--- src/rtl/led_ctrl_pkg.sv ---
// Shared LED-controller definitions: channel mode encodings and the channel-index width helper.
package led_ctrl_pkg;

    typedef enum logic [1:0] {
        LED_MODE_OFF   = 2'b00,
        LED_MODE_ON    = 2'b01,
        LED_MODE_BLINK = 2'b10,
        LED_MODE_PULSE = 2'b11
    } led_mode_e;

    // A single channel still needs a 1-bit select port.
    function automatic int ch_w(input int n);
        return (n > 1) ? $clog2(n) : 1;
    endfunction

endpackage

--- src/rtl/led_channel.sv ---
// One LED channel: mode/half-period/counter state plus registered led and pulse_done outputs.
module led_channel
    import led_ctrl_pkg::*;
#(
    parameter int              CNT_W    = 16,
    parameter led_mode_e       RST_MODE = LED_MODE_OFF,
    parameter logic [CNT_W-1:0] RST_HP  = 1,
    parameter logic            RST_LED  = 1'b0
) (
    input  logic             clk,
    input  logic             rst_n,
    input  logic             tick,
    input  logic             load,
    input  led_mode_e        load_mode,
    input  logic [CNT_W-1:0] load_hp,
    input  logic             sync,
    output logic             led,
    output logic             pulse_done
);

    led_mode_e        mode_q, mode_d;
    logic [CNT_W-1:0] hp_q, hp_d;
    logic [CNT_W-1:0] cnt_q, cnt_d;
    logic             led_q, led_d;
    logic             pd_q, pd_d;
    logic [CNT_W-1:0] hp_last;

    // A stored half-period of 0 behaves as 1, so its last count is also 0.
    assign hp_last = (hp_q == '0) ? '0 : hp_q - CNT_W'(1);

    always_ff @(posedge clk) begin
        if (!rst_n) begin
            mode_q <= RST_MODE;
            hp_q   <= RST_HP;
            cnt_q  <= '0;
            led_q  <= RST_LED;
            pd_q   <= 1'b0;
        end else begin
            mode_q <= mode_d;
            hp_q   <= hp_d;
            cnt_q  <= cnt_d;
            led_q  <= led_d;
            pd_q   <= pd_d;
        end
    end

    always_comb begin
        mode_d = mode_q;
        hp_d   = hp_q;
        cnt_d  = cnt_q;
        led_d  = led_q;
        pd_d   = 1'b0;
        if (load) begin
            mode_d = load_mode;
            hp_d   = load_hp;
            cnt_d  = '0;
            led_d  = (load_mode != LED_MODE_OFF);
        end else if (sync && mode_q == LED_MODE_BLINK) begin
            cnt_d = '0;
            led_d = 1'b1;
        end else if (tick) begin
            unique case (mode_q)
                LED_MODE_OFF: begin
                    cnt_d = '0;
                    led_d = 1'b0;
                end
                LED_MODE_ON: begin
                    cnt_d = '0;
                    led_d = 1'b1;
                end
                LED_MODE_BLINK: begin
                    if (cnt_q == hp_last) begin
                        cnt_d = '0;
                        led_d = ~led_q;
                    end else begin
                        cnt_d = cnt_q + CNT_W'(1);
                    end
                end
                LED_MODE_PULSE: begin
                    if (cnt_q == hp_last) begin
                        cnt_d  = '0;
                        led_d  = 1'b0;
                        mode_d = LED_MODE_OFF;
                        pd_d   = 1'b1;
                    end else begin
                        cnt_d = cnt_q + CNT_W'(1);
                        led_d = 1'b1;
                    end
                end
                default: ;
            endcase
        end
    end

    always_comb begin
        led        = led_q;
        pulse_done = pd_q;
    end

endmodule

--- src/rtl/led_blink_ctrl.sv ---
// Multi-channel LED controller top: shared prescaler tick, config write decode and sync fan-out.
module led_blink_ctrl
    import led_ctrl_pkg::*;
#(
    parameter int   NUM_CH      = 4,
    parameter int   CNT_W       = 16,
    parameter int   PRESCALE    = 24000,
    parameter int   HB_HALF_PER = 500,
    localparam int  CH_W        = ch_w(NUM_CH)
) (
    input  logic              clk,
    input  logic              rst_n,
    input  logic              cfg_we,
    input  logic [CH_W-1:0]   cfg_ch,
    input  logic [1:0]        cfg_mode,
    input  logic [CNT_W-1:0]  cfg_half_per,
    input  logic              sync,
    output logic              tick,
    output logic [NUM_CH-1:0] led,
    output logic [NUM_CH-1:0] pulse_done
);

    localparam int PW = $clog2(PRESCALE);

    logic [PW-1:0]     presc_q, presc_d;
    logic              tick_q, tick_d;
    logic [NUM_CH-1:0] load;

    always_ff @(posedge clk) begin
        if (!rst_n) begin
            presc_q <= '0;
            tick_q  <= 1'b0;
        end else begin
            presc_q <= presc_d;
            tick_q  <= tick_d;
        end
    end

    // sync restarts the timebase and suppresses the tick that would have fired.
    always_comb begin
        tick_d  = 1'b0;
        presc_d = presc_q + PW'(1);
        if (sync) begin
            presc_d = '0;
        end else if (presc_q == PW'(PRESCALE - 1)) begin
            presc_d = '0;
            tick_d  = 1'b1;
        end
    end

    assign tick = tick_q;

    for (genvar i = 0; i < NUM_CH; i++) begin : g_ch
        assign load[i] = cfg_we && (cfg_ch == CH_W'(i));

        led_channel #(
            .CNT_W    (CNT_W),
            .RST_MODE ((i == 0) ? LED_MODE_BLINK : LED_MODE_OFF),
            .RST_HP   ((i == 0) ? CNT_W'(HB_HALF_PER) : CNT_W'(1)),
            .RST_LED  ((i == 0) ? 1'b1 : 1'b0)
        ) u_ch (
            .clk        (clk),
            .rst_n      (rst_n),
            .tick       (tick_q),
            .load       (load[i]),
            .load_mode  (led_mode_e'(cfg_mode)),
            .load_hp    (cfg_half_per),
            .sync       (sync),
            .led        (led[i]),
            .pulse_done (pulse_done[i])
        );
    end

endmodule

--- config.mk ---
export PLATFORM = sky130hd
export DESIGN_NAME = led_blink_ctrl
export DESIGN_NICKNAME = d
export VERILOG_FILES = /design/src/rtl/led_ctrl_pkg.sv /design/src/rtl/led_channel.sv /design/src/rtl/led_blink_ctrl.sv
export SDC_FILE = /design/constraint.sdc
export NUM_CORES = 1
export LEC_CHECK = 0
export CORE_ASPECT_RATIO = 1.1
export CORE_MARGIN = 1
export CORE_UTILIZATION = 60
export DETAILED_ROUTE_END_ITERATION = 10
export PLACE_DENSITY = 0.76
export SLEW_MARGIN = 20
export SYNTH_ARGS = -nofsm -noshare
export SYNTH_HDL_FRONTEND = slang
export SYNTH_SLANG_ARGS = --single-unit
--- constraint.sdc ---
create_clock -name clk -period 4.4 [get_ports clk]
set_clock_uncertainty 0.2 [all_clocks]
set_input_delay 0.88 -clock clk [delete_from_list [all_inputs] [get_ports clk]]
set_output_delay 0.88 -clock clk [all_outputs]
set_load 0.02 [all_outputs]
Yosys cells after proc, flatten, opt, wreduce, memory -nomap -nowiden

Index checks and enable logic that the tools add are counted.

Flip-flop bits (word level): 160
Logic and storage cells: 190
Output and inout bits: 9

Reduce and logical (&&, ||, !) cells: 60
Equality and inequality tests: 28
Mux-type cells: 61
$add $sub $neg: 9
Bitwise logic cells: 10

Operator list:

| kind                  | number |
|---|---|
| $mux 16               | 8 |
| $pmux 16 s2           | 4 |
| $add 16x1->16 const B | 4 |
| $eq 16x16->1          | 4 |
| $logic_not 16->1      | 4 |
| $sub 16x1->16 const B | 4 |
| $mux 2                | 20 |
| $reduce_bool 2->1     | 13 |
| $mux 1                | 25 |
| $eq 2x2->1 const B    | 10 |
| $reduce_or 5->1       | 4 |
| $reduce_or 2->1       | 9 |
| $ne 4x3->1 const B    | 4 |
| $pmux 1 s4            | 4 |
| $reduce_and 4->1      | 4 |
| $add 15x1->15 const B | 1 |
| $eq 15x15->1 const B  | 1 |
| $reduce_or 3->1       | 5 |
| $reduce_bool 3->1     | 4 |
| $eq 2x1->1 const B    | 5 |
| $logic_not 2->1       | 5 |
| $not 1->1             | 10 |
| $logic_and 1x1->1     | 8 |
| $ne 2x1->1 const B    | 4 |
| $reduce_and 2->1      | 4 |

Longest topological paths before layout

Depth after elaboration: 8
Mapped depth: 14
Mapped depth without buffers: 10

Modules after synthesis

A second synthesis with hierarchy kept.

Cells, all modules: 1453
Area, all modules: 11355.9 µm²

By module, submodules not included:

| module                          | seq. area each (µm²) | area each (µm²) | cells an instance | times used |
|---|---|---|---|---|
| led_channel at g_ch[1].u_ch ... | 720.7                | 2735.1          | 353               | 2 |
| led_channel at g_ch[3].u_ch     | 720.7                | 2592.5          | 340               | 1 |
| led_channel at g_ch[0].u_ch     | 720.7                | 2590.0          | 325               | 1 |
| led_blink_ctrl                  | 320.3                | 703.2           | 82                | 1 |

Worst setup path before layout

OpenSTA, ideal clock, no wires.

Path kind: flip-flop to flip-flop
From: register g_ch[3].u_ch.hp_q[0]
To: register g_ch[3].u_ch.cnt_q[14]
Cell stages (with the launch flop): 13
Required time: 4.083 ns
Setup time: 0.117 ns
Arrival time: 2.954 ns
Path slack: 1.129 ns
Path through: dfxtp_1 -> clkbuf_1 -> inv_1 -> ha_1 -> nor3b_1 -> nand4_1 -> nor2_2 -> o221ai_1 -> a2111oi_0 -> nand4_1 -> buf_2 -> buf_2 -> a32o_1

Cells in the longest elaborated chain, start to end: 5

Ends and longest elaborated chain:

| element                                                  | RTL line                             | text |
|---|---|---|
| start: declaration                                       | led_channel.sv:22                    | `logic [CNT_W-1:0] hp_q, hp_d;` |
| start signal: assignment                                 | led_channel.sv:40                    | `hp_q <= hp_d;` |
| $sub 16x1->16 / $logic_not 16->1 (equally long branches) | led_channel.sv:29                    | `assign hp_last = (hp_q == '0) ? '0 : hp_q - CNT_W'(1);` |
| $mux 16 *                                                | led_channel.sv:29                    |  |
| $eq 16x16->1 *                                           | led_channel.sv:72, led_channel.sv:80 |  |
| $mux 16 *                                                | led_channel.sv:72, led_channel.sv:80 |  |
| $pmux 16 s2 *                                            | led_channel.sv:62                    | `unique case (mode_q)` |
| end signal: assignment                                   | led_channel.sv:41                    | `cnt_q <= cnt_d;` |
| end: declaration                                         | led_channel.sv:23                    | `logic [CNT_W-1:0] cnt_q, cnt_d;` |

Every way passes the cells marked *; elsewhere a longest branch is shown, timed or not.
A chain may end at the register's enable or synchronous reset.

Final worst setup path

From: register g_ch[3].u_ch.hp_q[0]
To: register g_ch[3].u_ch.cnt_q[6]

The elaborated chain is that of the path after synthesis.

==> impl_metrics.yaml <==
synthesis:
  synthDistinctLibCells: 89
  avgSynthCellArea_um2: 7.37
  synth.most_common_cell: "nand2_1"
  synth_edf_count: 0
  ys_seq_area_frac: 0.287
  synthTopCellsByCount: "nand2_1, dfxtp_1, nor2_1"
  synth.net_count: 1549
  yosys_most_used_dff: "dfxtp_1"
  yosys.area.top_type: "dfxtp_1"
  synth_warnings: 0
  postSynth.asyncResetShare: 0
  yosys.area.top_type_share: 0.287
  ys_seq_elements: 160
  syn_area_um2: 11200
  synthTopCellsByArea: "dfxtp_1, nand2_1, a21boi_0"
  syn_inst: 1516
cts:
  cts_root_buf: "clkbuf_16"
  cts_tree: "built"
  clk_latency_ns: 0.43
  clk_pin_slew_ns: 0.06
  htreeDepth: 4
  cts_buffers: 17
  postCtsHoldBufs: 0
  post-cts-setup-buffers: 0
  post_cts_resized: 0
  cts_sinks: 160
  clock_path_buffers: 2
global_route:
  grtUsageMet2: 0.483
  grt-busiest-layer: "met2"
  first_global_vias: 9635
  use_met3: 0.0454
  grt_pass1_wl_um: 48300
  grt_antenna_before_repair: 0
  use_met1: 0.422
  grt_use_total: 0.305
  grt_start_max_net_pins: 38
  grt_overflow: 0
layout:
  instances_no_fill: 1704
  area_growth_pct: 7.23
  antennaDiodeCount: 0
  n_fill_cell: 1595
  fin_area_um2: 12000
  postLayoutCoreUtil: 0.666
  fin_nets: 1488
  drive_gt1_frac: 0.0559
sta:
  tns_ns: 0
  setup_viol_count_final: 0
  final.period_utilization: 0.882
  slew_headroom: 0.380
  final_max_slew_viol_count: 0
  fin_ws_ns: 0.521
  timing.fmax_mhz: 258
  fin_crit_ns: 3.88
  rsz0062_at_grt: "false"
  hold_viol: 0
  worst_pin_slew_ns: 0.929
setup_path:
  max_stage_delay_ns: 0.59
  critical_path_class: "reg -> reg"
  crit_top_cell: "a31oi_1"
  startpoint_type: "flop"
  crit_buf_inv: 2
  cp_slowest_cell: "a2111oi_0"
  critPathArrivalTime_ns: 3.98
  cp_cell_sequence: "inv_1 -> ha_1 -> or3b_2 -> nor2_1 -> a31oi_1 -> a2111oi_0 -> o31a_1 -> nand4_1 -> buf_12 -> a41oi_1 -> a31oi_1"
  crit_path_end_kind: "flop"
  critPathRequiredTime_ns: 4.50
  path_delay_family: "simple AND/OR/NAND/NOR gates"
  critPathMaxFanout: 18
floorplanning:
  io_pins: 33
  dieArea_um2: 19200
  core_um2: 18000
  dieWidth_um: 132
  start_util: 0.621
  rows: 51
  die_y_um: 145
job:
  cap_violations: 0
worst_hold_path:
  hp-class: "reg -> reg"
drt:
  wirelength_um: 30000
  viasPerCell: 6.54
  drt_iter0_markers: 975
  via_count: 11200
  ant_nets: 0
  drcViolationCount: 0
  routedWlPerCell_um: 17.6
  dr.pass1.iters: 7
placement:
  placed_cell_area_um2: 11400
  dpl.cell_count: 1674
  place.gp.congestion: 1.03
  io_buffers: 32
  place_ws_ns: 0.648
  hpwl_um: 21600
pwr:
  p_leak_uw: 0.00425
  power_density_nw_per_um2: 303
  peakVddDrop_v: 0.000302
outcome:
  status: "complete, no violations"
==> cell families (layout without fill, tap and decap cells) <==
family / count (synthesis) / count (layout) / synth area share
flip-flops: 160 / 160 / 0.287
AND/OR/NAND/NOR: 745 / 745 / 0.343
XOR/XNOR: 67 / 67 / 0.0551
adder cells (fa/ha/maj): 9 / 9 / 0.0101
AO/OA/AOI/OAI: 352 / 352 / 0.226
buffers and inverters: 163 / 113 / 0.0607
multiplexers: 20 / 20 / 0.0180
==> cell type report <==
class	instances	area (um2)	share of cell area
repair buffers	53	485	0.0405
clock inverters	10	139	0.0116
well taps	238	298	0.0248
inverters	30	113	0.00940
multi-input cells	1193	7300	0.609
flip-flops and latches	160	3200	0.267
clock buffers	20	447	0.0373
==> final timing paths <==
check | start | endpoint | slack, ns | cells after the start
worst max-delay path | g_ch[3].u_ch.hp_q[0] | g_ch[3].u_ch.cnt_q[6] | 0.52 | 11
worst min register to register | presc_q[0] | presc_q[0] | 0.27 | 1
worst min-delay path | presc_q[0] | presc_q[0] | 0.27 | 1
worst max register to register | g_ch[3].u_ch.hp_q[0] | g_ch[3].u_ch.cnt_q[6] | 0.52 | 11
==> through the flow <==
step	power, uW	hold WS, ns
floorplan	1990	0.230
detailed placement	2150	0.260
finish	3640	0.269
global route	3770	0.287
global placement	2140	0.246
CTS	3630	0.275
==> cell usage in the layout, fill, tap and decap left out, drive strengths merged, types with 19 or more instances in the layout <==
cell,instances
clkdlybuf4s50,31
o21ai,46
nor4,42
inv,30
nand4,27
nand2,254
and3,43
clkbuf,20
dfxtp,160
a21oi,32
a31oi,59
nand2b,20
a21boi,56
nor2,105
xor2,25
mux2i,19
nor2b,20
xnor2,40
or3,27
nor3,59
nand3,63
buf,22
==> registers in the layout, indices dropped and copies added (netlist names) <==
signal,cells
presc_q,15
g_ch.u_ch.hp_q,64
tick,1
g_ch.u_ch.mode_q,8
g_ch.u_ch.cnt_q,64
g_ch.u_ch.pulse_done,4
g_ch.u_ch.led,4
==> routing by layer <==
layer	part of all wire	routed length [um]
met2	0.46	13800
met3	0.073	2190
met5	0	0
met1	0.45	13500
met4	0.019	574
==> power breakdown <==
group / leakage [uW] / switching [uW] / internal, uW / total [uW]
registers: 0.00130 / 59.1 / 1480 / 1540
logic: 0.00267 / 359 / 230 / 590
clock network: 0.000286 / 604 / 900 / 1500
==> worst reg2reg max path: stages (launching register included) <==
cell and delay, ns:
dfxtp_1 0.41, inv_1 0.12, ha_1 0.26, or3b_2 0.57
nor2_1 0.25, a31oi_1 0.06, a2111oi_0 0.59, o31a_1 0.23
nand4_1 0.44, buf_12 0.35, a41oi_1 0.21, a31oi_1 0.06
Note: power is estimated with default switching activity, not from simulation.
